--- src/rtl/output_interface_pkg.sv ---
// Shared constants for the OUT-port seven-segment display stage.
package output_interface_pkg;

  localparam int NUM_DIGITS = 8;

  // Active-low polarity: a 0 lights a segment, decimal point or digit
  localparam logic [6:0] SEG_BLANK = 7'h7F;
  localparam logic       DP_OFF    = 1'b1;
  localparam logic       DP_ON     = 1'b0;
  localparam logic [7:0] AN_OFF    = 8'hFF;

  // Hex glyph table, segments ordered {g,f,e,d,c,b,a}, active-low
  function automatic logic [6:0] hex_seg(input logic [3:0] nibble);
    logic [6:0] seg;
    seg = SEG_BLANK;
    case (nibble)
      4'h0: seg = 7'h40;
      4'h1: seg = 7'h79;
      4'h2: seg = 7'h24;
      4'h3: seg = 7'h30;
      4'h4: seg = 7'h19;
      4'h5: seg = 7'h12;
      4'h6: seg = 7'h02;
      4'h7: seg = 7'h78;
      4'h8: seg = 7'h00;
      4'h9: seg = 7'h10;
      4'hA: seg = 7'h08;
      4'hB: seg = 7'h03;
      4'hC: seg = 7'h46;
      4'hD: seg = 7'h21;
      4'hE: seg = 7'h06;
      4'hF: seg = 7'h0E;
      default: seg = SEG_BLANK;
    endcase
    return seg;
  endfunction

endpackage

--- src/rtl/output_interface_seven_seg_decoder.sv ---
// Combinational nibble-to-glyph decoder with a blank override.
module seven_seg_decoder
  import output_interface_pkg::*;
(
  input  logic [3:0] nibble,
  input  logic       blank,
  output logic [6:0] seg
);

  // Blank wins over the glyph so leading zeros go dark
  always_comb begin
    seg = hex_seg(nibble);
    if (blank) begin
      seg = SEG_BLANK;
    end
  end

endmodule

--- src/rtl/output_interface.sv ---
// OUT-port latch plus tear-free, time-multiplexed 8-digit hex display driver.
module output_interface
  import output_interface_pkg::*;
#(
  parameter int REFRESH_DIV   = 50000,
  parameter bit BLANK_LEADING = 1'b1
) (
  input  logic        Clk,
  input  logic        Rst_n,
  input  logic        WrEn,
  input  logic [31:0] WrData,
  input  logic        Freeze,
  output logic [31:0] OutValue,
  output logic        Valid,
  output logic [6:0]  Seg,
  output logic        Dp,
  output logic [7:0]  An
);

  localparam int PW = (REFRESH_DIV > 2) ? $clog2(REFRESH_DIV) : 1;
  localparam logic [PW-1:0] PRESC_LAST = PW'(REFRESH_DIV - 1);

  logic [31:0]   latch_reg;
  logic          valid_reg;
  logic          run_reg;
  logic [PW-1:0] presc_reg;
  logic [2:0]    index_reg;
  logic [31:0]   shadow_reg;
  logic [6:0]    seg_reg;
  logic          dp_reg;
  logic [7:0]    an_reg;

  logic          tick;
  logic [7:0]    upper_zero;
  logic [3:0]    cur_nibble;
  logic          cur_blank;
  logic [6:0]    seg_next;
  logic          dp_next;
  logic [7:0]    an_next;

  assign tick = (presc_reg == PRESC_LAST);

  // Architectural latch: the core's OUT-port write, suppressed while frozen
  always_ff @(posedge Clk) begin
    if (!Rst_n) begin
      latch_reg <= '0;
      valid_reg <= 1'b0;
    end else if (WrEn && !Freeze) begin
      latch_reg <= WrData;
      valid_reg <= 1'b1;
    end
  end

  // The first edge out of reset only arms the scan, so digit 0 first lights
  // on the second edge and still gets a full dwell period
  always_ff @(posedge Clk) begin
    if (!Rst_n) begin
      run_reg <= 1'b0;
    end else begin
      run_reg <= 1'b1;
    end
  end

  // Digit scan; the shadow snapshot is taken only on the 7->0 wrap so a frame
  // always shows one coherent word (a same-edge write lands next frame)
  always_ff @(posedge Clk) begin
    if (!Rst_n) begin
      presc_reg  <= '0;
      index_reg  <= '0;
      shadow_reg <= '0;
    end else if (run_reg) begin
      if (tick) begin
        presc_reg <= '0;
        index_reg <= index_reg + 3'd1;
        if (index_reg == 3'd7) begin
          shadow_reg <= latch_reg;
        end
      end else begin
        presc_reg <= presc_reg + PW'(1);
      end
    end
  end

  // upper_zero[i] is set when nibbles i..7 of the snapshot are all zero
  generate
    for (genvar gi = 0; gi < NUM_DIGITS; gi++) begin : g_upper_zero
      assign upper_zero[gi] = ~|shadow_reg[31:4*gi];
    end
  endgenerate

  assign cur_nibble = shadow_reg[{index_reg, 2'b00} +: 4];
  assign cur_blank  = BLANK_LEADING && (index_reg != 3'd0) && upper_zero[index_reg];

  seven_seg_decoder u_decoder (
    .nibble (cur_nibble),
    .blank  (cur_blank),
    .seg    (seg_next)
  );

  // Next digit enable and frozen indicator on the leftmost digit
  always_comb begin
    an_next = ~(8'b0000_0001 << index_reg);
    dp_next = DP_OFF;
    if (Freeze && (index_reg == 3'd7)) begin
      dp_next = DP_ON;
    end
  end

  // Registered pin drivers, one cycle behind index/shadow
  always_ff @(posedge Clk) begin
    if (!Rst_n) begin
      seg_reg <= SEG_BLANK;
      dp_reg  <= DP_OFF;
      an_reg  <= AN_OFF;
    end else if (run_reg) begin
      seg_reg <= seg_next;
      dp_reg  <= dp_next;
      an_reg  <= an_next;
    end
  end

  assign OutValue = latch_reg;
  assign Valid    = valid_reg;
  assign Seg      = seg_reg;
  assign Dp       = dp_reg;
  assign An       = an_reg;

endmodule

--- config.mk ---
export PLATFORM = sky130hd
export DESIGN_NAME = output_interface
export DESIGN_NICKNAME = d
export VERILOG_FILES = /design/src/rtl/output_interface_pkg.sv /design/src/rtl/output_interface_seven_seg_decoder.sv /design/src/rtl/output_interface.sv
export SDC_FILE = /design/constraint.sdc
export NUM_CORES = 1
export LEC_CHECK = 0
export BUFFER_PORTS_ARGS = -buffer_cell sky130_fd_sc_hd__buf_4
export CAP_MARGIN = 10
export CORE_MARGIN = 2
export CORE_UTILIZATION = 24
export DETAILED_ROUTE_END_ITERATION = 6
export PLACE_DENSITY = 0.38
export SLEW_MARGIN = 20
export SYNTH_ARGS = -nofsm -noshare
export SYNTH_HDL_FRONTEND = slang
export SYNTH_SLANG_ARGS = --single-unit
export TNS_END_PERCENT = 5
--- constraint.sdc ---
create_clock -name Clk -period 3.4 [get_ports Clk]
set_clock_uncertainty 0.1 [all_clocks]
set_input_delay 0.34 -clock Clk [delete_from_list [all_inputs] [get_ports Clk]]
set_output_delay 0.34 -clock Clk [all_outputs]
set_load 0.02 [all_outputs]
* After elaboration in Yosys (flattened, before gate mapping) *
Memory sizes are Yosys's and may differ from the RTL's.
Cells that the tools add are included.

storage, ports and cells
  register bits after elaboration = 101
  memory bits (read-only) = 112
  output and inout port bits = 49
  logic and storage cells = 47
  memories = 1

memories
  name              words  width  read ports  clocked after Yosys merged registers in  wr ports  RTL line                    RTL
  (name not given)  16     7      1           0                                        0         output_interface_pkg.sv:16  case (nibble)

cells by class
  add/subtract/negate cells = 2
  order comparisons = 1
  equal/unequal tests = 2
  shift-type cells = 2
  muxes and demuxes = 6
  bitwise operators = 1
  reductions and logical operators = 23

operators by type and width
  operator                 count
  $reduce_or A32 Y1        1
  $shiftx A32 B6 Y4        1
  $reduce_or A28 Y1        1
  $reduce_or A24 Y1        1
  $reduce_or A20 Y1        1
  $add A16 B1 Y16 const B  1
  $eq A16 B16 Y1 const B   1
  $mux W16                 1
  $reduce_or A16 Y1        1
  $reduce_or A12 Y1        1
  $logic_not A1 Y1         9
  $not A8 Y8               1
  $reduce_or A8 Y1         1
  $shl A1 B3 Y8 const A    1
  $mux W7                  1
  $lt A3 B4 Y1 const B     1
  $reduce_or A4 Y1         1
  $add A3 B1 Y3 const B    1
  $bmux W1 S3              1
  $eq A3 B3 Y1 const B     1
  $logic_and A1 B1 Y1      3
  $mux W1                  3
  $reduce_and A3 Y1        1
  $reduce_bool A3 Y1       1
  $reduce_and A2 Y1        1

* Depth between registers and ports, before layout *
Gate-level depths: netlist (run 1).

  depth in word-level cells = 6
  gate-level depth with buffers = 9

* Hierarchy *
From an unflattened synthesis (run 1), not the netlist that was laid out.

second synthesis, totals
  cell total of the unflattened synthesis = 527
  area total of the unflattened synthesis = 4,692.0 µm²

by module, submodules not included
  module             instances  cells an instance  area an instance (µm²)  seq. area each (µm²)
  output_interface   1          488                4,418.0                 2,021.9
  seven_seg_decoder  1          39                 274.0                   0.0

* Least setup slack after synthesis (run 1) *
OpenSTA, ideal clock, no wires.

  kind = register to register
  start = reg index_reg[0]
  end = reg seg_reg[0] (netlist: Seg[0])
  setup time = 0.130 ns
  data arrival time = 2.506 ns
  data required time = 3.170 ns
  setup slack = 0.664 ns
  cell stages (with the launch flop) = 9
  buffers on the path = 1
  period minus slack after synthesis = 2.736 ns
  path through = dfxtp_1 buf_2 mux4_2 mux2i_1 inv_1 ha_1 mux2_2 a221oi_1 a21oi_1

on the way
  cells in the longest elaborated chain, start to end = 4
  elaborated cells between the ends (all ways) = 7

RTL lines
  item                                                                    RTL line                                  RTL
  start, declared                                                         output_interface.sv:27                    logic [2:0] index_reg;
  start signal, assigned                                                  output_interface.sv:74                    index_reg <= index_reg + 3'd1;
  parallel branches: the longest is 3 deep, another holds $mem_v2 Z16 W7  --
  $mux W7 (*)                                                             output_interface_seven_seg_decoder.sv:13  if (blank) begin
  end signal, assigned                                                    output_interface.sv:116                   seg_reg <= seg_next;
  end, declared                                                           output_interface.sv:29                    logic [6:0] seg_reg;

Mark *: on every way between the ends. The select of a mux whose other input is x is not followed.
A chain may end at the register's enable or synchronous reset.

* Worst setup path after layout (run 1) *
Ends and elaborated chain as after synthesis.

==> flow_summary.json, run 1 <==
{
  "status": "finished, final reports clean",
  "cts_buffers": 9,
  "syn_avg_cell_area_um2": 8.90,
  "critPathArrivalTime_ps": 2970,
  "clk_pin_slew_ps": 70,
  "die_h_um": 142,
  "routabilityCongestion": 0.805,
  "synthTopCellsByArea": "dfxtp_1, nand2_1, a21boi_2, a21boi_0, mux4_2",
  "start_kind": "register",
  "holdBufCountCts": 0,
  "row_count": 50,
  "grt_pass1_wl_mm": 19.2,
  "yosys.area.top_type": "dfxtp_1",
  "overflow": 0,
  "fin_setup_tns_ps": 0,
  "ant_nets": 0,
  "setup_viol": 0,
  "start_util_pct": 24.4,
  "clk_path_buf_depth": 2,
  "max-cap-violations": 0,
  "antenna_cells": 0,
  "hold_viol_final": 0,
  "area_growth_pct": 24.7,
  "seqCellArea_mm2": 0.00202,
  "synth-simple-area-share_pct": 21.2,
  "p_per_area_mw_per_mm2": 431,
  "synth.net_count": 562,
  "max_slew_margin_pct": 56.3,
  "synthFlopType": "dfxtp_1",
  "ys_ff_latch": 101,
  "syn_area_mm2": 0.00457,
  "clk_latency_ps": 350,
  "routed_wl_mm": 11.5,
  "nFillCells": 1984,
  "ctsResizeCount": 0,
  "synth_mux_area_share_pct": 6.96,
  "seq_area_frac_synth_pct": 44.3,
  "synth-xor-area-share_pct": 2.88,
  "drc": 0,
  "dr_total_vias": 3608,
  "p_leak_nw": 2.17,
  "drive_gt1_share_pct": 25.5,
  "ys_warn_count": 0,
  "rsz0062_at_grt": "false",
  "routedWlPerCell_um": 14.0,
  "yosysUniqueCellTypes": 41,
  "max_freq_mhz": 352,
  "max_slew.worst_pin.slew_ps": 639,
  "fin_util_pct": 30.5,
  "vdd_ir_drop_max_mv": 0.234,
  "grt_use_total_pct": 12.1,
  "dieWidth_um": 142,
  "antenna_found_initial": 0,
  "cts_max_level": 3,
  "critPathKind": "register to register",
  "grt_max_degree": 68,
  "cts_setup_buffers": 0,
  "io_pins": 85,
  "multi_input_area_mm2": 0.00236,
  "synth_top_family_by_area": "simple AND/OR/NAND/NOR gates",
  "via_per_inst": 4.38,
  "die-area_mm2": 0.0202,
  "synth_commonest_cells": "nand2_1, dfxtp_1, a21boi_0",
  "finalMaxSlewViolations": 0,
  "synth_top_cell_area_share_pct": 44.3,
  "period_share_pct": 83.6,
  "critPathRequiredTime_ps": 3530,
  "syn-instance-count": 513,
  "hold_class": "input port to register",
  "port_buffers": 84,
  "ctsRootBufferMaster": "clkbuf_16",
  "yosysMostFrequentCell": "nand2_1",
  "period_minus_slack_ps": 2840,
  "drt_iter0_markers": 185,
  "crit_path_max_fanout": 13,
  "dpl.hpwl_mm": 8.20,
  "ys_async_sr_fraction_pct": 0,
  "timing.reg2reg.setup_slack_ps": 560,
  "synth-adder-area-share_pct": 3.56,
  "core-area_mm2": 0.0187,
  "cts_sinks": 101,
  "synth_edf_count": 0,
  "synth_compound_area_share_pct": 17.0,
  "crit_path_end_kind": "register",
  "cts_tree": "built",
  "grt_pass1_vias": 3641,
  "final_nets": 635,
  "drt_first_pass_iters": 4
}
## placed cells by master (no fill, tap or decap), types with 10 or more instances in the layout
cell type,instances
a21boi_0,34
nand2_1,157
dfxtp_1,101
ha_1,13
nor2_1,25
xnor2_1,10
o21ai_0,14
nand3_1,10
buf_4,92
a21boi_2,30
inv_1,11
## power by group
part | internal (mW) | switching (mW)
logic | 0.0872 | 0.0951
clock network | 0.586 | 0.458
registers | 1.21 | 0.0217
## path summary, 6_finish.rpt
path,start,endpoint,cells after the start
worst min-delay path,Rst_n,run_reg$_DFF_P_,1
worst min register to register,Valid$_SDFFE_PN0P_,Valid$_SDFFE_PN0P_,1
worst max register to register,index_reg[0]$_SDFFE_PN0P_,Seg[0]$_SDFFE_PN1P_,8
worst max-delay path,index_reg[0]$_SDFFE_PN0P_,Seg[0]$_SDFFE_PN1P_,8
## logic make-up after synthesis
group                    after synthesis
AO/OA/AOI/OAI                         95
XOR/XNOR                              15
adder cells (fa/ha/maj)               13
buffers and inverters                 42
flip-flops                           101
multiplexers                          21
AND/OR/NAND/NOR                      226
## area by class of cell
class,count,share of cell area [%]
multi-input cells,370,41.4
flip-flops and latches,101,35.5
repair buffers,92,12.1
well taps,234,5.14
clock buffers,11,4.26
clock inverters,3,0.812
inverters,12,0.791
## layer usage
metal,part of all wire [%],GRT usage (%)
met4,1.3,4.84
met3,4.4,2.93
met1,51,16.9
met2,43,17.8
met5,0,0
## through the flow
stage          std cells  area (um^2)  setup WS, ps  total power [mW]  hold WS, ps
2_1_floorplan        513         4570           664              1.35          268
3_3_place_gp         809         5410           598              1.45          354
3_5_place_dp         809         5410           522              1.45          359
4_1_cts              823         5700           484              2.50          124
5_1_grt              823         5700           278              2.56          137
6_report             823         5700           559              2.46          135
## critical path: stages, from the launching register on
cell      delay [ps]
dfxtp_1          720
mux4_2           580
mux2i_1          160
buf_4            180
inv_1             60
ha_1             240
mux2_2           280
a221oi_1         280
a21oi_1          110
Note: power is estimated with default switching activity, not from simulation.
==> inputs of run 2 (changes only) <==
--- a/config.mk
+++ b/config.mk
@@ -5,6 +5,7 @@
 export SDC_FILE = /design/constraint.sdc
 export NUM_CORES = 1
 export LEC_CHECK = 0
+export ABC_AREA = 1
 export BUFFER_PORTS_ARGS = -buffer_cell sky130_fd_sc_hd__buf_4
 export CAP_MARGIN = 10
 export CORE_MARGIN = 2
==> constraint.sdc (replaced) <==
create_clock -name Clk -period 2.8 [get_ports Clk]
set_clock_uncertainty 0.1 [all_clocks]
set_input_delay 0.28 -clock Clk [delete_from_list [all_inputs] [get_ports Clk]]
set_output_delay 0.28 -clock Clk [all_outputs]
set_load 0.02 [all_outputs]
==> flow_summary.json, run 2 <==
{
  "period_share_pct": 82.6,
  "yosysMostFrequentCell": "nand2_1",
  "final_common_cell": "nand2_1",
  "cts_tree": "built",
  "ctsRootBufferMaster": "clkbuf_16",
  "synthFlopType": "dfxtp_1",
  "syn_area_mm2": 0.00478,
  "ys_ff_latch": 101,
  "start_kind": "register",
  "die_h_um": 145,
  "crit_path_max_fanout": 13,
  "crit_path_top_delay_cell": "inv_1",
  "ys_async_sr_fraction_pct": 0,
  "critPathLaunch": "index_reg[1]$_SDFFE_PN0P_",
  "via_per_inst": 4.31,
  "period_minus_slack_ps": 2310,
  "status": "finished, final reports clean",
  "start_util_pct": 24.5,
  "finalWorstSetupSlack_ps": 486,
  "grt_pass1_wl_mm": 22.1,
  "finalMaxSlewViolations": 0,
  "dr_total_vias": 4521,
  "overflow": 0,
  "hold_viol_final": 0,
  "fin_setup_tns_ps": 0,
  "crit_path_end_kind": "register",
  "cts_buffers": 9,
  "critPathArrivalTime_ps": 2460,
  "drc": 0,
  "seq_area_frac_synth_pct": 42.3,
  "antenna_found_initial": 0,
  "synth_top_cell_area_share_pct": 42.3,
  "holdBufCountCts": 0,
  "critPathRequiredTime_ps": 2940,
  "pre_cts_ws_ps": 477,
  "dp.cells": 1034,
  "vdd_ir_drop_max_mv": 0.249,
  "area_growth_pct": 24.7,
  "clk_pin_slew_ps": 70,
  "ys_warn_count": 0,
  "worst-path-buf-inv": 2,
  "crit_chain": "buf_4, inv_1, nand3_1, nand3_1, nand2_1, ha_1, nand3_1, nand3_1, nand3_1, nand2_1, nand2_1",
  "row_count": 51,
  "routabilityCongestion": 0.782,
  "max-cap-violations": 0,
  "drive_gt1_share_pct": 16.2,
  "grt_pass1_vias": 4442,
  "critPathKind": "register to register",
  "critPathTopFamily": "simple AND/OR/NAND/NOR gates",
  "p_per_area_mw_per_mm2": 512,
  "syn_avg_cell_area_um2": 6.77,
  "r2r-end": "Seg[3]$_SDFFE_PN1P_",
  "hold_class": "input port to register",
  "cpMostUsedCell": "nand3_1",
  "cts_max_level": 3,
  "endpoint": "Seg[3]$_SDFFE_PN1P_",
  "routedWlPerCell_um": 12.5,
  "grt_use_met2_pct": 22.3,
  "routed_wl_mm": 13.2,
  "yosysUniqueCellTypes": 37,
  "grt_busiest_layer": "met2",
  "p_leak_nw": 2.91,
  "dpl.hpwl_mm": 9.61,
  "core-area_mm2": 0.0195,
  "clk_latency_ps": 350,
  "max_freq_mhz": 432,
  "setup_viol": 0,
  "ant_nets": 0,
  "die-area_mm2": 0.0211,
  "io_pins": 85,
  "cts_sinks": 101,
  "antenna_cells": 0,
  "power.total_mw": 3.05,
  "synth.net_count": 755,
  "cts_setup_buffers": 0,
  "synthTopCellsByArea": "dfxtp_1, nand2_1, nor2_1, nand3_1, inv_1",
  "drt_first_pass_iters": 4,
  "rsz0062_at_grt": "false",
  "clk_path_buf_depth": 2,
  "layout_common_cells": "nand2_1, nor2_1, dfxtp_1, buf_4, inv_1",
  "timing.reg2reg.setup_slack_ps": 490,
  "drt_iter0_markers": 227,
  "grtUsageMet3_pct": 3.55,
  "cp.depth": 11,
  "port_buffers": 84,
  "whs_ps": 25.2,
  "rr_worst_depth": 11,
  "max_slew.worst_pin.slew_ps": 625,
  "dieWidth_um": 145,
  "fin_cells": 1050,
  "ctsResizeCount": 0,
  "grt_max_degree": 66,
  "use_met1_pct": 15.9,
  "syn-instance-count": 706,
  "final_nets": 829,
  "synth_commonest_cells": "nand2_1, nor2_1, dfxtp_1",
  "max_stage_delay_ps": 350,
  "synth_edf_count": 0,
  "r2r_start": "index_reg[1]$_SDFFE_PN0P_",
  "yosys.area.top_type": "dfxtp_1",
  "grt_use_total_pct": 12.9,
  "max_slew_margin_pct": 58.4
}
run 2: cell types whose count changed after synthesis, moves of 7 or more:
cell      delta
inv_1       +42
nand3_1     +38
mux4_2       -8
nand2_1     +22
nor4_1       -8
buf_2        +7
clkbuf_1     -7
a21oi_1     +15
xnor2_1     -10
a21boi_0    -34
mux2i_1      -9
nor2_1     +143
o21ai_0     +24
a21boi_2    -30
run 2: kinds of logic (layout without fill, tap and decap cells):
logic type,Yosys count,count (layout),synth area share [%]
fa+ha+maj,13,13,3.40
compound gates,71,71,7.90
simple gates,428,428,38.1
xor+xnor,1,1,0.183
flops,101,101,42.3
buf+inv,92,171,8.17
run 2: area by class of cell:
cell class / count / area, um^2
multi-input cells: 513 / 2370
well taps: 265 / 332
flip-flops and latches: 101 / 2020
fillers: 2204 / 13600
repair buffers: 96 / 721
clock buffers: 13 / 250
clock inverters: 3 / 45.0
inverters: 59 / 221
run 2: metal layers:
metal	wire (um)	vias to the layer above
met5	0	-
met4	154	0
met3	574	10
met2	6310	96
met1	6120	2049
li1	-	2366
run 2: per-stage QoR:
step | instance area, um^2 | util [%]
after CTS | 5960 | 30.5
after floorplan | 4780 | -
after global routing | 5960 | 30.5
after global placement | 5660 | 29.0
final | 5960 | 30.5
after detailed placement | 5660 | 29.0
run 2: how the worst min path moves through the flow:
| stage | start | endpoint | slack [ps] | cells after the start |
|---|---|---|---|---|
| after floorplan | Rst_n | run_reg$_DFF_P_ | 210 | 0 |
| after global placement | An[1]$_SDFFE_PN1P_ | An[1]$_SDFFE_PN1P_ | 350 | 2 |
| after detailed placement | Seg[0]$_SDFFE_PN1P_ | Seg[0]$_SDFFE_PN1P_ | 360 | 2 |
| after CTS | Rst_n | run_reg$_DFF_P_ | 20 | 1 |
| after global routing | Rst_n | run_reg$_DFF_P_ | 20 | 1 |
| final | Rst_n | run_reg$_DFF_P_ | 30 | 1 |
run 2: where the power goes:
group          internal (mW)  switching [mW]
logic                  0.116           0.152
clock network          0.719           0.546
registers               1.48          0.0364
total                   2.32           0.734
==> inputs of run 3 (changes only) <==
==> constraint.sdc (replaced) <==
create_clock -name Clk -period 2.3 [get_ports Clk]
set_clock_uncertainty 0.1 [all_clocks]
set_input_delay 0.23 -clock Clk [delete_from_list [all_inputs] [get_ports Clk]]
set_output_delay 0.23 -clock Clk [all_outputs]
set_load 0.02 [all_outputs]
==> flow_summary.json, run 3 (synthesis gave the netlist of run 2 again) <==
{
  "start_util_pct": 24.5,
  "dieWidth_um": 145,
  "layout_common_cells": "nand2_1, nor2_1, dfxtp_1, buf_4, inv_1",
  "grt_use_total_pct": 12.9,
  "fin_setup_tns_ps": 0,
  "ctsResizeCount": 0,
  "clk_latency_ps": 360,
  "cts_sinks": 101,
  "period_share_pct": 88.1,
  "holdBufCountCts": 0,
  "use_met1_pct": 17.0,
  "die-area_mm2": 0.0211,
  "hold_class": "input port to register",
  "cts_tree": "built",
  "drive_gt1_share_pct": 16.8,
  "via_per_inst": 4.24,
  "r2r-end": "Seg[3]$_SDFFE_PN1P_",
  "worst-path-buf-inv": 2,
  "critPathTopFamily": "simple AND/OR/NAND/NOR gates",
  "row_count": 51,
  "cts_setup_buffers": 0,
  "hp-start": "WrData[26]",
  "max_slew.worst_pin.slew_ps": 560,
  "io_pins": 85,
  "cts_max_level": 3,
  "drt_iter0_markers": 284,
  "period_minus_slack_ps": 2030,
  "grt_pass1_vias": 4388,
  "critPathRequiredTime_ps": 2450,
  "min_to": "OutValue[26]$_SDFFE_PN0P_",
  "die_h_um": 145,
  "placed_area_mm2": 0.00569,
  "grt_max_degree": 65,
  "antenna_found_initial": 0,
  "dr_total_vias": 4465,
  "finalMaxSlewViolations": 0,
  "max_slew_margin_pct": 62.6,
  "clk_pin_slew_ps": 80,
  "grt_use_met2_pct": 20.9,
  "rr_worst_depth": 13,
  "routed_wl_mm": 13.2,
  "vdd_ir_drop_max_mv": 0.316,
  "rsz0062_at_grt": "false",
  "r2r_start": "index_reg[0]$_SDFFE_PN0P_",
  "crit_path_end_kind": "register",
  "drc": 0,
  "crit_path_max_fanout": 19,
  "ant_nets": 0,
  "overflow": 0,
  "status": "finished, final reports clean",
  "final_nets": 831,
  "area_growth_pct": 25.1,
  "setup_viol": 0,
  "hold_viol_final": 0,
  "max_stage_delay_ps": 330,
  "port_buffers": 84,
  "p_leak_nw": 2.93,
  "start_kind": "register",
  "routedWlPerCell_um": 12.6,
  "grt_busiest_layer": "met2",
  "design_area_mm2": 0.00598,
  "grt_pass1_wl_mm": 22.3,
  "crit_chain": "inv_2, nand2_1, nand3_1, nand3_1, nand2_1, inv_1, ha_1, nand3_1, nand2_1, nand2_1, nand3_1, nand2_1, nand2_1",
  "max_freq_mhz": 493,
  "clk_path_buf_depth": 2,
  "routabilityCongestion": 0.857,
  "cpMostUsedCell": "nand2_1",
  "p_per_area_mw_per_mm2": 617,
  "drt_first_pass_iters": 4,
  "cts_buffers": 9,
  "timing.reg2reg.setup_slack_ps": 270,
  "core-area_mm2": 0.0195,
  "dpl.hpwl_mm": 9.64,
  "hold_depth": 3,
  "nFillCells": 2204,
  "ctsRootBufferMaster": "clkbuf_16",
  "final_common_cell": "nand2_1",
  "critPathKind": "register to register",
  "crit_path_top_delay_cell": "dfxtp_1",
  "critPathArrivalTime_ps": 2180,
  "max-cap-violations": 0,
  "grtUsageMet3_pct": 3.65,
  "antenna_cells": 0
}
## run 3: changes by cell type in the layout (fill, tap and decap cells not counted), sizes merged
cell and change:
inv +5, bufinv -1, clkbuf -4, clkinv +1, clkinvlp -1, buf +2
## run 3: layout make-up
class	count	area (um^2)	share of cell area, %
clock buffer	9	225	3.76
clock inverter	7	65.1	1.09
inverter	59	221	3.70
multi-input combinational	513	2370	39.6
sequential	101	2020	33.8
tap	265	332	5.54
timing repair buffer	98	748	12.5
## run 3: worst min-delay path, stage by stage
cell and delay (ps):
buf_4 70, o21ai_0 70, nor2_1 80
## run 3: through the flow
| stage | std cells | setup slack, ps | util [%] | hold slack [ps] | total power, mW |
|---|---|---|---|---|---|
| 2_1_floorplan | 706 | 422 | - | 158 | 2.05 |
| 3_3_place_gp | 1036 | 347 | 29.1 | 352 | 2.22 |
| 3_5_place_dp | 1036 | 290 | 29.1 | 359 | 2.22 |
| 4_1_cts | 1052 | 266 | 30.6 | 4.04 | 3.78 |
| 5_1_grt | 1052 | 4.19 | 30.6 | 13.0 | 3.87 |
| 6_report | 1052 | 273 | 30.6 | 18.6 | 3.69 |
## run 3: report_power, final
| part | total [mW] | internal (mW) | switching [mW] |
|---|---|---|---|
| clock network | 1.52 | 0.764 | 0.752 |
| logic | 0.329 | 0.143 | 0.186 |
| registers | 1.85 | 1.80 | 0.0431 |
## run 3: worst max-delay path by stage
stage	startpoint	to	slack, ps	cells past startpoint
after floorplan	index_reg[1]$_SDFFE_PN0P_	Seg[5]$_SDFFE_PN1P_	420	14
after global placement	index_reg[0]$_SDFFE_PN0P_	Seg[5]$_SDFFE_PN1P_	350	13
after detailed placement	index_reg[0]$_SDFFE_PN0P_	Seg[3]$_SDFFE_PN1P_	290	13
after CTS	index_reg[0]$_SDFFE_PN0P_	Seg[3]$_SDFFE_PN1P_	270	13
after global routing	index_reg[0]$_SDFFE_PN0P_	Seg[5]$_SDFFE_PN1P_	4	13
final	index_reg[0]$_SDFFE_PN0P_	Seg[3]$_SDFFE_PN1P_	270	13
## run 3: layer usage
| metal | vias to the layer above | wire length, um |
|---|---|---|
| met5 | - | 0 |
| met4 | 0 | 185 |
| met3 | 12 | 615 |
| met2 | 84 | 5970 |
| met1 | 1999 | 6460 |
| li1 | 2370 | - |
